**config.mk**
```make
export PLATFORM = sky130hd
export DESIGN_NAME = cache_arbiter
export DESIGN_NICKNAME = d
export VERILOG_FILES = /design/src/rtl/cache_arbiter.sv
export SDC_FILE = /design/constraint.sdc
export NUM_CORES = 1
export LEC_CHECK = 0
export BUFFER_PORTS_ARGS = -buffer_cell sky130_fd_sc_hd__buf_2
export CAP_MARGIN = 20
export CORE_AREA = 2 2 542 544
export DETAILED_ROUTE_END_ITERATION = 12
export DIE_AREA = 0 0 544 546
export PLACE_DENSITY_LB_ADDON = 0.25
export REMOVE_ABC_BUFFERS = 1
export SETUP_SLACK_MARGIN = 0.02
export SLEW_MARGIN = 20
export SYNTH_ARGS = -nofsm -noshare
export SYNTH_HDL_FRONTEND = slang
export SYNTH_SLANG_ARGS = --single-unit
```
**constraint.sdc**
```tcl
create_clock -name clk -period 1.45 [get_ports clk]
set_input_delay 0.2175 -clock clk [delete_from_list [all_inputs] [get_ports clk]]
set_output_delay 0.2175 -clock clk [all_outputs]
set_load 0.01 [all_outputs]
```
**src/rtl/cache_arbiter.sv**
```systemverilog
// Cache arbiter: shares one cacheline-adaptor port between the I-cache and D-cache.
// One transaction at a time; address/wdata are latched at grant and held until mem_resp.
module cache_arbiter #(
    parameter int unsigned ADDR_WIDTH  = 32,
    parameter int unsigned LINE_WIDTH  = 256,
    parameter int unsigned ROUND_ROBIN = 1
) (
    input  logic                  clk,
    input  logic                  rst,
    input  logic                  i_pmem_read,
    input  logic [ADDR_WIDTH-1:0] i_pmem_address,
    output logic [LINE_WIDTH-1:0] i_pmem_rdata,
    output logic                  i_pmem_resp,
    input  logic                  d_pmem_read,
    input  logic                  d_pmem_write,
    input  logic [ADDR_WIDTH-1:0] d_pmem_address,
    input  logic [LINE_WIDTH-1:0] d_pmem_wdata,
    output logic [LINE_WIDTH-1:0] d_pmem_rdata,
    output logic                  d_pmem_resp,
    output logic                  mem_read,
    output logic                  mem_write,
    output logic [ADDR_WIDTH-1:0] mem_address,
    output logic [LINE_WIDTH-1:0] mem_wdata,
    input  logic [LINE_WIDTH-1:0] mem_rdata,
    input  logic                  mem_resp
);

    typedef enum logic [1:0] {StIdle, StServeI, StServeD} state_e;

    state_e state;
    logic   last_grant_d;  // 1: last transaction went to the D-cache
    logic   i_req;
    logic   d_req;
    logic   grant_i;
    logic   grant_d;

    // Grant decision while idle; ties broken by round robin or fixed D priority
    always_comb begin
        i_req   = i_pmem_read;
        d_req   = d_pmem_read | d_pmem_write;
        grant_i = 1'b0;
        grant_d = 1'b0;
        if (i_req && d_req) begin
            if (ROUND_ROBIN != 0) begin
                grant_d = ~last_grant_d;
            end else begin
                grant_d = 1'b1;
            end
            grant_i = ~grant_d;
        end else begin
            grant_d = d_req;
            grant_i = i_req;
        end
    end

    // Arbitration FSM with registered request/address/data outputs
    always_ff @(posedge clk) begin
        if (rst) begin
            state        <= StIdle;
            last_grant_d <= 1'b0;
            mem_read     <= 1'b0;
            mem_write    <= 1'b0;
            mem_address  <= '0;
            mem_wdata    <= '0;
        end else begin
            case (state)
                StIdle: begin
                    if (grant_d) begin
                        state        <= StServeD;
                        last_grant_d <= 1'b1;
                        mem_address  <= d_pmem_address;
                        mem_wdata    <= d_pmem_wdata;
                        // Read and write together is treated as a writeback
                        mem_write    <= d_pmem_write;
                        mem_read     <= ~d_pmem_write;
                    end else if (grant_i) begin
                        state        <= StServeI;
                        last_grant_d <= 1'b0;
                        mem_address  <= i_pmem_address;
                        mem_read     <= 1'b1;
                        mem_write    <= 1'b0;
                    end
                end
                StServeI, StServeD: begin
                    if (mem_resp) begin
                        state     <= StIdle;
                        mem_read  <= 1'b0;
                        mem_write <= 1'b0;
                    end
                end
                default: begin
                    state     <= StIdle;
                    mem_read  <= 1'b0;
                    mem_write <= 1'b0;
                end
            endcase
        end
    end

    // Route the adaptor response to the granted cache only; suppressed during reset
    always_comb begin
        i_pmem_resp  = (state == StServeI) && mem_resp && !rst;
        d_pmem_resp  = (state == StServeD) && mem_resp && !rst;
        i_pmem_rdata = i_pmem_resp ? mem_rdata : '0;
        d_pmem_rdata = d_pmem_resp ? mem_rdata : '0;
    end

endmodule
```
==> impl_table.tex, run 1 <==
\begin{tabular}{lr}
\hline
Metric & Value \\
\hline
\multicolumn{2}{l}{\textbf{Yosys}} \\
\quad Simple logic cell fraction of the synthesized area & 33.1\% \\
\quad Cell count after synthesis & 1,950 \\
\quad Synth warnings & 0 \\
\quad Sequential fraction of the synthesis area & 39.5\% \\
\quad Number of enable-type register cells in the synthesized netlist & 0 \\
\quad Cell taking the most area after synthesis & sky130\_fd\_sc\_hd\_\_dfxtp\_1 \\
\quad Most used DFF post-synth & sky130\_fd\_sc\_hd\_\_dfxtp\_1 \\
\quad Adder and majority cell fraction of the synthesized area & less than 1\% \\
\quad Dominant combinational cell family by area after synthesis & simple AND/OR/NAND/NOR gates \\
\quad Portion of netlist area occupied by mux cells & 0\% \\
\quad Top cells by area in the synthesized netlist & sky130\_fd\_sc\_hd\_\_dfxtp\_1 (40\%), sky130\_fd\_sc\_hd\_\_and2\_1 (22\%), sky130\_fd\_sc\_hd\_\_a21oi\_1 (8.7\%) \\
\quad Async set or reset register ratio after synthesis & 0\% \\
\quad Synthesized-area fraction occupied by xor and xnor cells & 0\% \\
\quad Most frequent cell after synthesis & sky130\_fd\_sc\_hd\_\_and2\_1 \\
\quad Synth Cell Area & 14,800 um\^{}2 \\
\quad Share of Yosys cell area claimed by the top area cell type & roughly two fifths \\
\quad Synthesized-area fraction occupied by ao, oa, aoi and oai cells & between 10\% and 20\% \\
\quad Count of cell types in the netlist & 29 \\
\quad Average footprint of a synthesized cell & 7.61 um\^{}2 \\
\quad Leading post-synthesis cells by instance count & sky130\_fd\_sc\_hd\_\_and2\_1 (512), sky130\_fd\_sc\_hd\_\_dfxtp\_1 (293), sky130\_fd\_sc\_hd\_\_a21oi\_1 (258) \\
\quad Post-synthesis sequential element count & 293 \\
\multicolumn{2}{l}{\textbf{Drt}} \\
\quad Pre-Repair DR Iteration Count & 5 \\
\quad Violation count after the first detailed-routing iteration & 1,478 \\
\quad DRC violation count after routing & 0 \\
\quad Vias & 23.8k \\
\quad WL per Instance & roughly 33 um \\
\quad Vias per std cell & a little over 3 \\
\quad Antenna-violating nets left & 0 \\
\quad Total wire length after detailed routing & 255 mm \\
\multicolumn{2}{l}{\textbf{Layout}} \\
\quad Fraction of layout cells with a size suffix above 1 & 47.0\% \\
\quad Filler cells & 34.2k \\
\quad Number of nets at the end of the flow & 4,252 \\
\quad Footprint of the multi-input gates & 8180 um\^{}2 \\
\quad Area of all sequential standard cells & between 5000 and 6000 um\^{}2 \\
\quad Area Overhead vs Synth & 133\% \\
\multicolumn{2}{l}{\textbf{Min path}} \\
\quad Worst hold path cell count & 5 \\
\quad Launch instance of the worst min-delay path & i\_pmem\_read \\
\quad Worst hold-check path type & input port to register \\
\quad Worst Hold Path EP & mem\_write\$\_SDFFE\_PP0P\_ \\
\multicolumn{2}{l}{\textbf{Setup path}} \\
\quad CP cell instances & buf\_6 -> ha\_4 -> and3b\_4 -> buf\_4 -> buf\_16 -> buf\_8 -> and2\_4 -> buf\_4 -> buf\_12 \\
\quad Arrival time worst endpoint & around 2.4 ns \\
\quad Setup slack on the worst flop-to-flop path & -0.36 ns \\
\quad Cell type of the slowest stage on the worst timing path & sky130\_fd\_sc\_hd\_\_dfxtp\_2 \\
\quad Cell repeated most along the worst path & sky130\_fd\_sc\_hd\_\_buf\_4 \\
\quad Startpoint of the worst register-to-register path & state[1]\$\_SDFFE\_PP0P\_ \\
\quad Crit. End Element & output pin \\
\quad Critical path class & register to output pin \\
\quad Worst r2r dst & mem\_wdata[88]\$\_SDFFE\_PP0P\_ \\
\quad WP data required & approximately 1.2 ns \\
\quad Critical path fanouts, max & 10 \\
\quad Logic depth of the worst register-to-register path & 8 \\
\quad CP peak stage delay & 0.32 ns \\
\quad Critical Path Source Type & register \\
\multicolumn{2}{l}{\textbf{Run status}} \\
\quad Violated checks & negative setup slack \\
\quad Run status & finished, violations left \\
\multicolumn{2}{l}{\textbf{Die}} \\
\quad Y dimension of the die & 546 um \\
\quad Die Span X & 544 um \\
\quad Row Count & about 200 \\
\quad Initial cell density of the core & about 5\% \\
\quad Area inside the core boundary & between 200,000 and 300,000 um\^{}2 \\
\quad Total I/O pin count & 1,386 \\
\quad Die area & 297,000 um\^{}2 \\
\multicolumn{2}{l}{\textbf{Clock network}} \\
\quad Longest Clk Path Bufs & 3 \\
\quad Clock tree from TritonCTS & built \\
\quad Clock-pin slew of the registers on the worst-case setup and hold paths & around 0.060 ns \\
\quad Clock network latency to the later pin of the worst-skew pair & 0.69 ns \\
\quad Clock buffer count from CTS & 46 \\
\quad Root Buffer Master & sky130\_fd\_sc\_hd\_\_clkbuf\_16 \\
\quad H-tree levels & 2 \\
\quad CTS sink count & 293 \\
\multicolumn{2}{l}{\textbf{Power}} \\
\quad Internal power & 21.1 mW \\
\quad Worst vdd ir & 0.000785 V \\
\quad Clock share of power & a little over a third \\
\quad Switch Pwr & around 14 mW \\
\quad Switching share of power & 39.3\% \\
\quad Total power of the final layout & between 30 and 40 mW \\
\quad Proportion of power drawn by flip-flops and latches & between 20\% and 30\% \\
\quad Power Dens Cells & 1000 nW/um\^{}2 \\
\quad Part of the power in combinational logic & 37.0\% \\
\quad Leak Pwr & 15.5 nW \\
\multicolumn{2}{l}{\textbf{Timing}} \\
\quad Headroom to the max-slew limit & 48.0\% \\
\quad Part of the cycle the worst path needs & 180\% \\
\quad Post-Route Skew & 0.0376 ns \\
\quad RSZ-0062 raised after global routing & true \\
\quad \# setup viols final & 850 \\
\quad Final worst slack & -1.16 ns \\
\quad Measured slew at the worst slew-check pin & 0.770 ns \\
\quad Total count of max-transition violations in the final report & 0 \\
\quad Worst hold-check slack & 0.181 ns \\
\quad Total count of hold-check failures in the final report & 0 \\
\quad Clock period minus final worst setup slack & about 2.6 ns \\
\quad Max Freq & 383 MHz \\
\multicolumn{2}{l}{\textbf{Global routing}} \\
\quad Global routing usage summed across all routing layers & 16.3\% \\
\quad Global route total overflow & 0 \\
\quad Via count of the first global-routing pass & between 20k and 25k \\
\quad Number of antenna violations at the first check in global routing & about 270 \\
\quad Maximum number of pins on one net before global-route repair & 97 \\
\quad First-pass GRT wire length & 299 mm \\
\multicolumn{2}{l}{\textbf{Placement}} \\
\quad Port Buffers & 1,385 \\
\quad RD Place Congestion & 0.911 \\
\quad Post-DP HPWL & 221 mm \\
\multicolumn{2}{l}{\textbf{Job}} \\
\quad Number of max-cap violations & 0 \\
\hline
\end{tabular}
-- worst max-delay path by stage --
stage                                endpoint                   from  depth (start not counted)  slack [ns]
floorplan           mem_wdata[0]$_SDFFE_PP0P_  state[0]$_SDFFE_PP0P_                          5       -7.58
CTS                         i_pmem_rdata[218]  state[0]$_SDFFE_PP0P_                          8       -1.25
detailed placement          d_pmem_rdata[128]  state[0]$_SDFFE_PP0P_                          7       -0.51
finish                      i_pmem_rdata[241]  state[0]$_SDFFE_PP0P_                          9       -1.16
global route                i_pmem_rdata[241]  state[0]$_SDFFE_PP0P_                          9       -1.24
global placement            d_pmem_rdata[163]  state[0]$_SDFFE_PP0P_                          7       -0.57
-- layout by cell type, fill, tap and decap left out, drive strengths merged --
master       instances
a21o                 1
a21oi              258
a2bb2oi              1
a311oi              32
and2               512
and3b                2
buf               1546
bufinv               5
clkbuf              82
clkinv              11
clkinvlp             2
dfxtp              293
diode              189
dlygate4sd3        323
ha                   3
inv                  5
nand2               66
nand2b               4
nand3              256
nand4                1
nor2                33
nor2b                1
nor4b                1
o21ai              257
o2bb2ai              1
o311ai               1
o31a                 1
o32ai                3
-- timing repair --
action | CTS | global route
cloned | 8 | 18
resized for setup | 102 | 177
setup buffers | 7 | 6
setup endpoints to repair | 1090 | 1065
pin swaps | 1 | 24
hold endpoints to repair | 289 | 0
hold buffers | 323 | 0
-- through the flow --
step	instance area, um^2	util [%]	std cells	worst slack, ns	TNS, ns
finish	34600	11.8	7809	-1.16	-604.95
global placement	27600	9.45	7178	-0.569	-276.43
CTS	33000	11.3	7598	-1.25	-698.73
global route	34400	11.8	7710	-1.24	-715.07
detailed placement	27600	9.45	7178	-0.514	-249.61
floorplan	13800	-	1731	-7.58	-3430.38
-- worst max-delay path: cells and delay by family (launching register included) --
family	cells	cell delay (ns)
DFF	1	0.32
adders and majority gates	1	0.14
and+or+nand+nor	2	0.34
buffers and inverters	6	0.85
-- logic make-up (layout without fill, tap and decap cells) --
family,after synthesis,count (layout)
simple gates,876,876
compound gates,555,555
flops,293,293
buf+inv,223,1974
fa+ha+maj,3,3
other cells,0,189
-- routing by layer --
| layer | vias to the layer above | part of all wire, % | GRT usage, % |
|---|---|---|---|
| met4 | 106 | 5.4 | 6.73 |
| li1 | 10282 | - | - |
| met5 | - | 0.27 | 0 |
| met1 | 11128 | 31 | 14.7 |
| met2 | 1677 | 51 | 29.7 |
| met3 | 594 | 12 | 8.92 |
-- sequential cells by signal, summed over array words and instances (netlist names) --
signal        count
mem_read          1
state             2
mem_write         1
last_grant_d      1
mem_wdata       256
mem_address      32
-- power by group through the flow --
| stage | registers, mW | logic (mW) | clock network, mW |
|---|---|---|---|
| after floorplan | 9.92 | 2.67 | 0 |
| after global placement | 9.88 | 11.9 | 0 |
| after detailed placement | 9.89 | 11.9 | 0 |
| after CTS | 9.75 | 13.0 | 12.8 |
| after global routing | 9.89 | 13.8 | 13.0 |
| final | 9.75 | 12.8 | 12.1 |
-- layout make-up --
cell class,instances,area share (%)
Inverter,4,0.0651
Timing Repair Buffer,1888,39.3
Multi-Input combinational cell,1434,23.6
Antenna cell,189,1.37
Clock buffer,63,3.68
Tap cell,3919,14.2
Clock inverter,19,0.842
Sequential cell,293,17.0
Power figures use the tool's default switching activity.
==> run 2, diff against run 1 <==
CORE_AREA = 2 2 543 545   (was 2 2 542 544)
DIE_AREA = 0 0 545 547   (was 0 0 544 546)
GPL_TIMING_DRIVEN = 0   (was default)
clock period = 2.5 ns   (was 1.45 ns; I/O delays follow)
==> impl_table.tex, run 2 (synthesis results as in run 1) <==
\begin{tabular}{lr}
\hline
Metric & Value \\
\hline
\multicolumn{2}{l}{\textbf{Timing}} \\
\quad Measured slew at the worst slew-check pin & 0.739 ns (-0.0309 ns) \\
\quad Part of the cycle the worst path needs & 117\% \\
\quad Total count of max-transition violations in the final report & 0 (unchanged) \\
\quad \# setup viols final & 552 (-35\%) \\
\quad Clock period minus final worst setup slack & between 2 and 3 ns \\
\quad Headroom to the max-slew limit & 50.7\% (+2.6 points) \\
\quad Final worst slack & -0.418 ns (+0.742 ns) \\
\quad Total count of hold-check failures in the final report & 0 (unchanged) \\
\quad RSZ-0062 raised after global routing & true \\
\quad Max Freq & $\sim$340 MHz \\
\quad Post-Route Skew & 0.0199 ns (-0.0177 ns) \\
\multicolumn{2}{l}{\textbf{Clock network}} \\
\quad Longest Clk Path Bufs & 3 (unchanged) \\
\quad Root Buffer Master & sky130\_fd\_sc\_hd\_\_clkbuf\_16 \\
\quad Clock buffer count from CTS & 43 (-6.5\%) \\
\quad H-tree levels & 2 (unchanged) \\
\quad Clock tree from TritonCTS & built \\
\quad CTS sink count & 293 (unchanged) \\
\quad Clock network latency to the later pin of the worst-skew pair & 0.63 ns (-0.06 ns) \\
\quad Clock-pin slew of the registers on the worst-case setup and hold paths & 0.06 ns (about the same) \\
\multicolumn{2}{l}{\textbf{Die}} \\
\quad Area inside the core boundary & 293,000 um\^{}2 (+0.17\%) \\
\quad Die Span X & 545 um (+0.18\%) \\
\quad Initial cell density of the core & 5.07\% (-0.0086 points) \\
\quad Die area & 298,000 um\^{}2 (+0.37\%) \\
\quad Total I/O pin count & 1,386 (unchanged) \\
\quad Row Count & 199 (unchanged) \\
\quad Y dimension of the die & 547 um (+0.18\%) \\
\multicolumn{2}{l}{\textbf{Drt}} \\
\quad Antenna-violating nets left & 0 (unchanged) \\
\quad DRC violation count after routing & 0 (unchanged) \\
\quad Vias per std cell & 3.00 (-1.4\%) \\
\quad Violation count after the first detailed-routing iteration & 1,497 (+1.3\%) \\
\quad Vias & 23.4k (-1.6\%) \\
\quad Total wire length after detailed routing & 269 mm (+5.4\%) \\
\quad WL per Instance & 34.5 um (+5.5\%) \\
\quad Pre-Repair DR Iteration Count & 5 (unchanged) \\
\multicolumn{2}{l}{\textbf{Min path}} \\
\quad Worst Hold Path EP & mem\_wdata[175]\$\_SDFFE\_PP0P\_ \\
\quad Worst hold-check path type & input port to register \\
\quad Launch instance of the worst min-delay path & d\_pmem\_wdata[175] \\
\quad Worst hold path cell count & 3 (-2) \\
\multicolumn{2}{l}{\textbf{Setup path}} \\
\quad Worst r2r dst & mem\_wdata[103]\$\_SDFFE\_PP0P\_ \\
\quad Arrival time worst endpoint & 2.54 ns (+0.15 ns) \\
\quad Critical path fanouts, max & 8 (-2) \\
\quad Crit. End Element & output pin \\
\quad Critical path class & register to output pin \\
\quad Startpoint of the worst register-to-register path & state[1]\$\_SDFFE\_PP0P\_ \\
\quad Logic depth of the worst register-to-register path & 9 (+1) \\
\quad Critical Path Source Type & register \\
\quad WP data required & 2.12 ns (+0.89 ns) \\
\quad Setup slack on the worst flop-to-flop path & -0.15 ns (+0.21 ns) \\
\multicolumn{2}{l}{\textbf{Placement}} \\
\quad RD Place Congestion & 0.938 (+3.0\%) \\
\quad Worst slack, placed & -1.28 ns (-0.767 ns) \\
\quad Port Buffers & 1,385 (unchanged) \\
\quad Placed Cells & 7,084 (-1.3\%) \\
\quad Post-DP HPWL & 225 mm (+1.9\%) \\
\quad Post-placement cell area & 26,900 um\^{}2 (-2.6\%) \\
\multicolumn{2}{l}{\textbf{Global routing}} \\
\quad Global routing usage summed across all routing layers & 17.1\% (+0.88 points) \\
\quad Via count of the first global-routing pass & 22.0k (-1.2\%) \\
\quad Met3 Track Usage GR & 10.6\% (+1.7 points) \\
\quad Met1 Use GR & 15.9\% (+1.2 points) \\
\quad First-pass GRT wire length & 315 mm (+5.4\%) \\
\quad Global route total overflow & 0 (unchanged) \\
\quad Number of antenna violations at the first check in global routing & 208 (-23\%) \\
\quad Met2 Use GR & 28.8\% (-0.86 points) \\
\quad Global routing's busiest layer & met2 \\
\quad Maximum number of pins on one net before global-route repair & 116 (+20\%) \\
\multicolumn{2}{l}{\textbf{Power}} \\
\quad Total power of the final layout & 20.5 mW (-41\%) \\
\quad Power Dens Cells & 583 nW/um\^{}2 (-42\%) \\
\quad Leak Pwr & 15.4 nW (-0.34\%) \\
\quad Worst vdd ir & 0.000464 V (-41\%) \\
\multicolumn{2}{l}{\textbf{Layout}} \\
\quad Register with the most flip-flops & mem\_wdata \\
\quad Number of nets at the end of the flow & 4,133 (-2.8\%) \\
\quad Final cell count without fillers & 7,800 (-0.12\%) \\
\quad Area Overhead vs Synth & 137\% \\
\quad Footprint of the multi-input gates & 8340 um\^{}2 (+2.0\%) \\
\quad Most used cells in the layout excluding fill and tap cells & sky130\_fd\_sc\_hd\_\_buf\_2 (1,180), sky130\_fd\_sc\_hd\_\_and2\_1 (365), sky130\_fd\_sc\_hd\_\_dfxtp\_1 (291) \\
\quad Area of all sequential standard cells & 5870 um\^{}2 (about the same) \\
\quad Filler cells & 34.1k (-0.22\%) \\
\quad Largest registers & mem\_wdata: 256 flops, mem\_address: 32 flops, state: 2 flops \\
\quad Largest register FFs & 256 (unchanged) \\
\quad Commonest non-fill, non-tap cell in the layout & sky130\_fd\_sc\_hd\_\_buf\_2 \\
\quad Layout Cell Area excl Fill & 35,200 um\^{}2 (+1.6\%) \\
\quad Fraction of layout cells with a size suffix above 1 & 49.1\% (+2.1 points) \\
\multicolumn{2}{l}{\textbf{Run status}} \\
\quad Violated checks & negative setup slack \\
\quad Run status & finished, violations left \\
\multicolumn{2}{l}{\textbf{Job}} \\
\quad Number of max-cap violations & 0 (unchanged) \\
\hline
\end{tabular}
run 2: cell type report:
type	count	area share [%]
antenna	299	2.13
clock buffer	57	3.46
clock inverter	22	1.09
inverter	4	0.0711
multi-input combinational	1435	23.7
sequential	293	16.7
tap	3919	13.9
timing repair buffer	1771	38.9
run 2: worst max path at each step:
stage / start / end / slack, ns / depth (start not counted)
6_report: state[1]$_SDFFE_PP0P_ / i_pmem_rdata[44] / -0.42 / 11
5_1_grt: state[1]$_SDFFE_PP0P_ / i_pmem_rdata[44] / -0.52 / 11
4_1_cts: state[1]$_SDFFE_PP0P_ / i_pmem_rdata[90] / -0.52 / 11
3_5_place_dp: rst / i_pmem_rdata[197] / -1.28 / 10
3_3_place_gp: state[0]$_SDFFE_PP0P_ / mem_wdata[190]$_SDFFE_PP0P_ / -23.09 / 5
2_1_floorplan: state[0]$_SDFFE_PP0P_ / mem_wdata[0]$_SDFFE_PP0P_ / -6.53 / 5
run 2: per-layer routing:
metal | wire, um | up-vias | share of wire [%]
met5 | 707 | - | 0.26
met4 | 12600 | 102 | 4.7
met3 | 37300 | 438 | 14
met2 | 131000 | 1477 | 49
met1 | 86900 | 11230 | 32
li1 | - | 10170 | -
run 2: worst max-delay path: stages (launching register included):
cell and delay [ns]:
sky130_fd_sc_hd__dfxtp_2 0.33, sky130_fd_sc_hd__inv_2 0.05, sky130_fd_sc_hd__ha_4 0.14, sky130_fd_sc_hd__and3b_4 0.20, sky130_fd_sc_hd__buf_12 0.15, sky130_fd_sc_hd__buf_16 0.13
sky130_fd_sc_hd__buf_16 0.14, sky130_fd_sc_hd__buf_16 0.14, sky130_fd_sc_hd__buf_12 0.14, sky130_fd_sc_hd__clkbuf_16 0.17, sky130_fd_sc_hd__and2_4 0.16, sky130_fd_sc_hd__buf_6 0.13
run 2: stage by stage:
stage	hold slack [ns]	TNS [ns]	utilization [%]
3_5_place_dp	0.464	-343.81	9.19
3_3_place_gp	0.460	-	8.76
4_1_cts	0.00109	-216.91	11.3
5_1_grt	0.0385	-235.44	11.9
6_report	0.0511	-140.22	12.0
2_1_floorplan	0.444	-2663.98	-
run 2: power by group:
| group | internal, mW | switching [mW] |
|---|---|---|
| Sequential | 5.34 | 0.312 |
| Clock | 4.39 | 2.85 |
| Combinational | 2.75 | 4.88 |
run 2: timing repair:
action                                  CTS  global route
gates resized for setup                 327           265
hold endpoints to repair                219             0
setup buffers                            29            20
endpoints found under the setup margin  651           663
pin swaps                                33            26
gates cloned                             29            15
hold buffers                            247             0
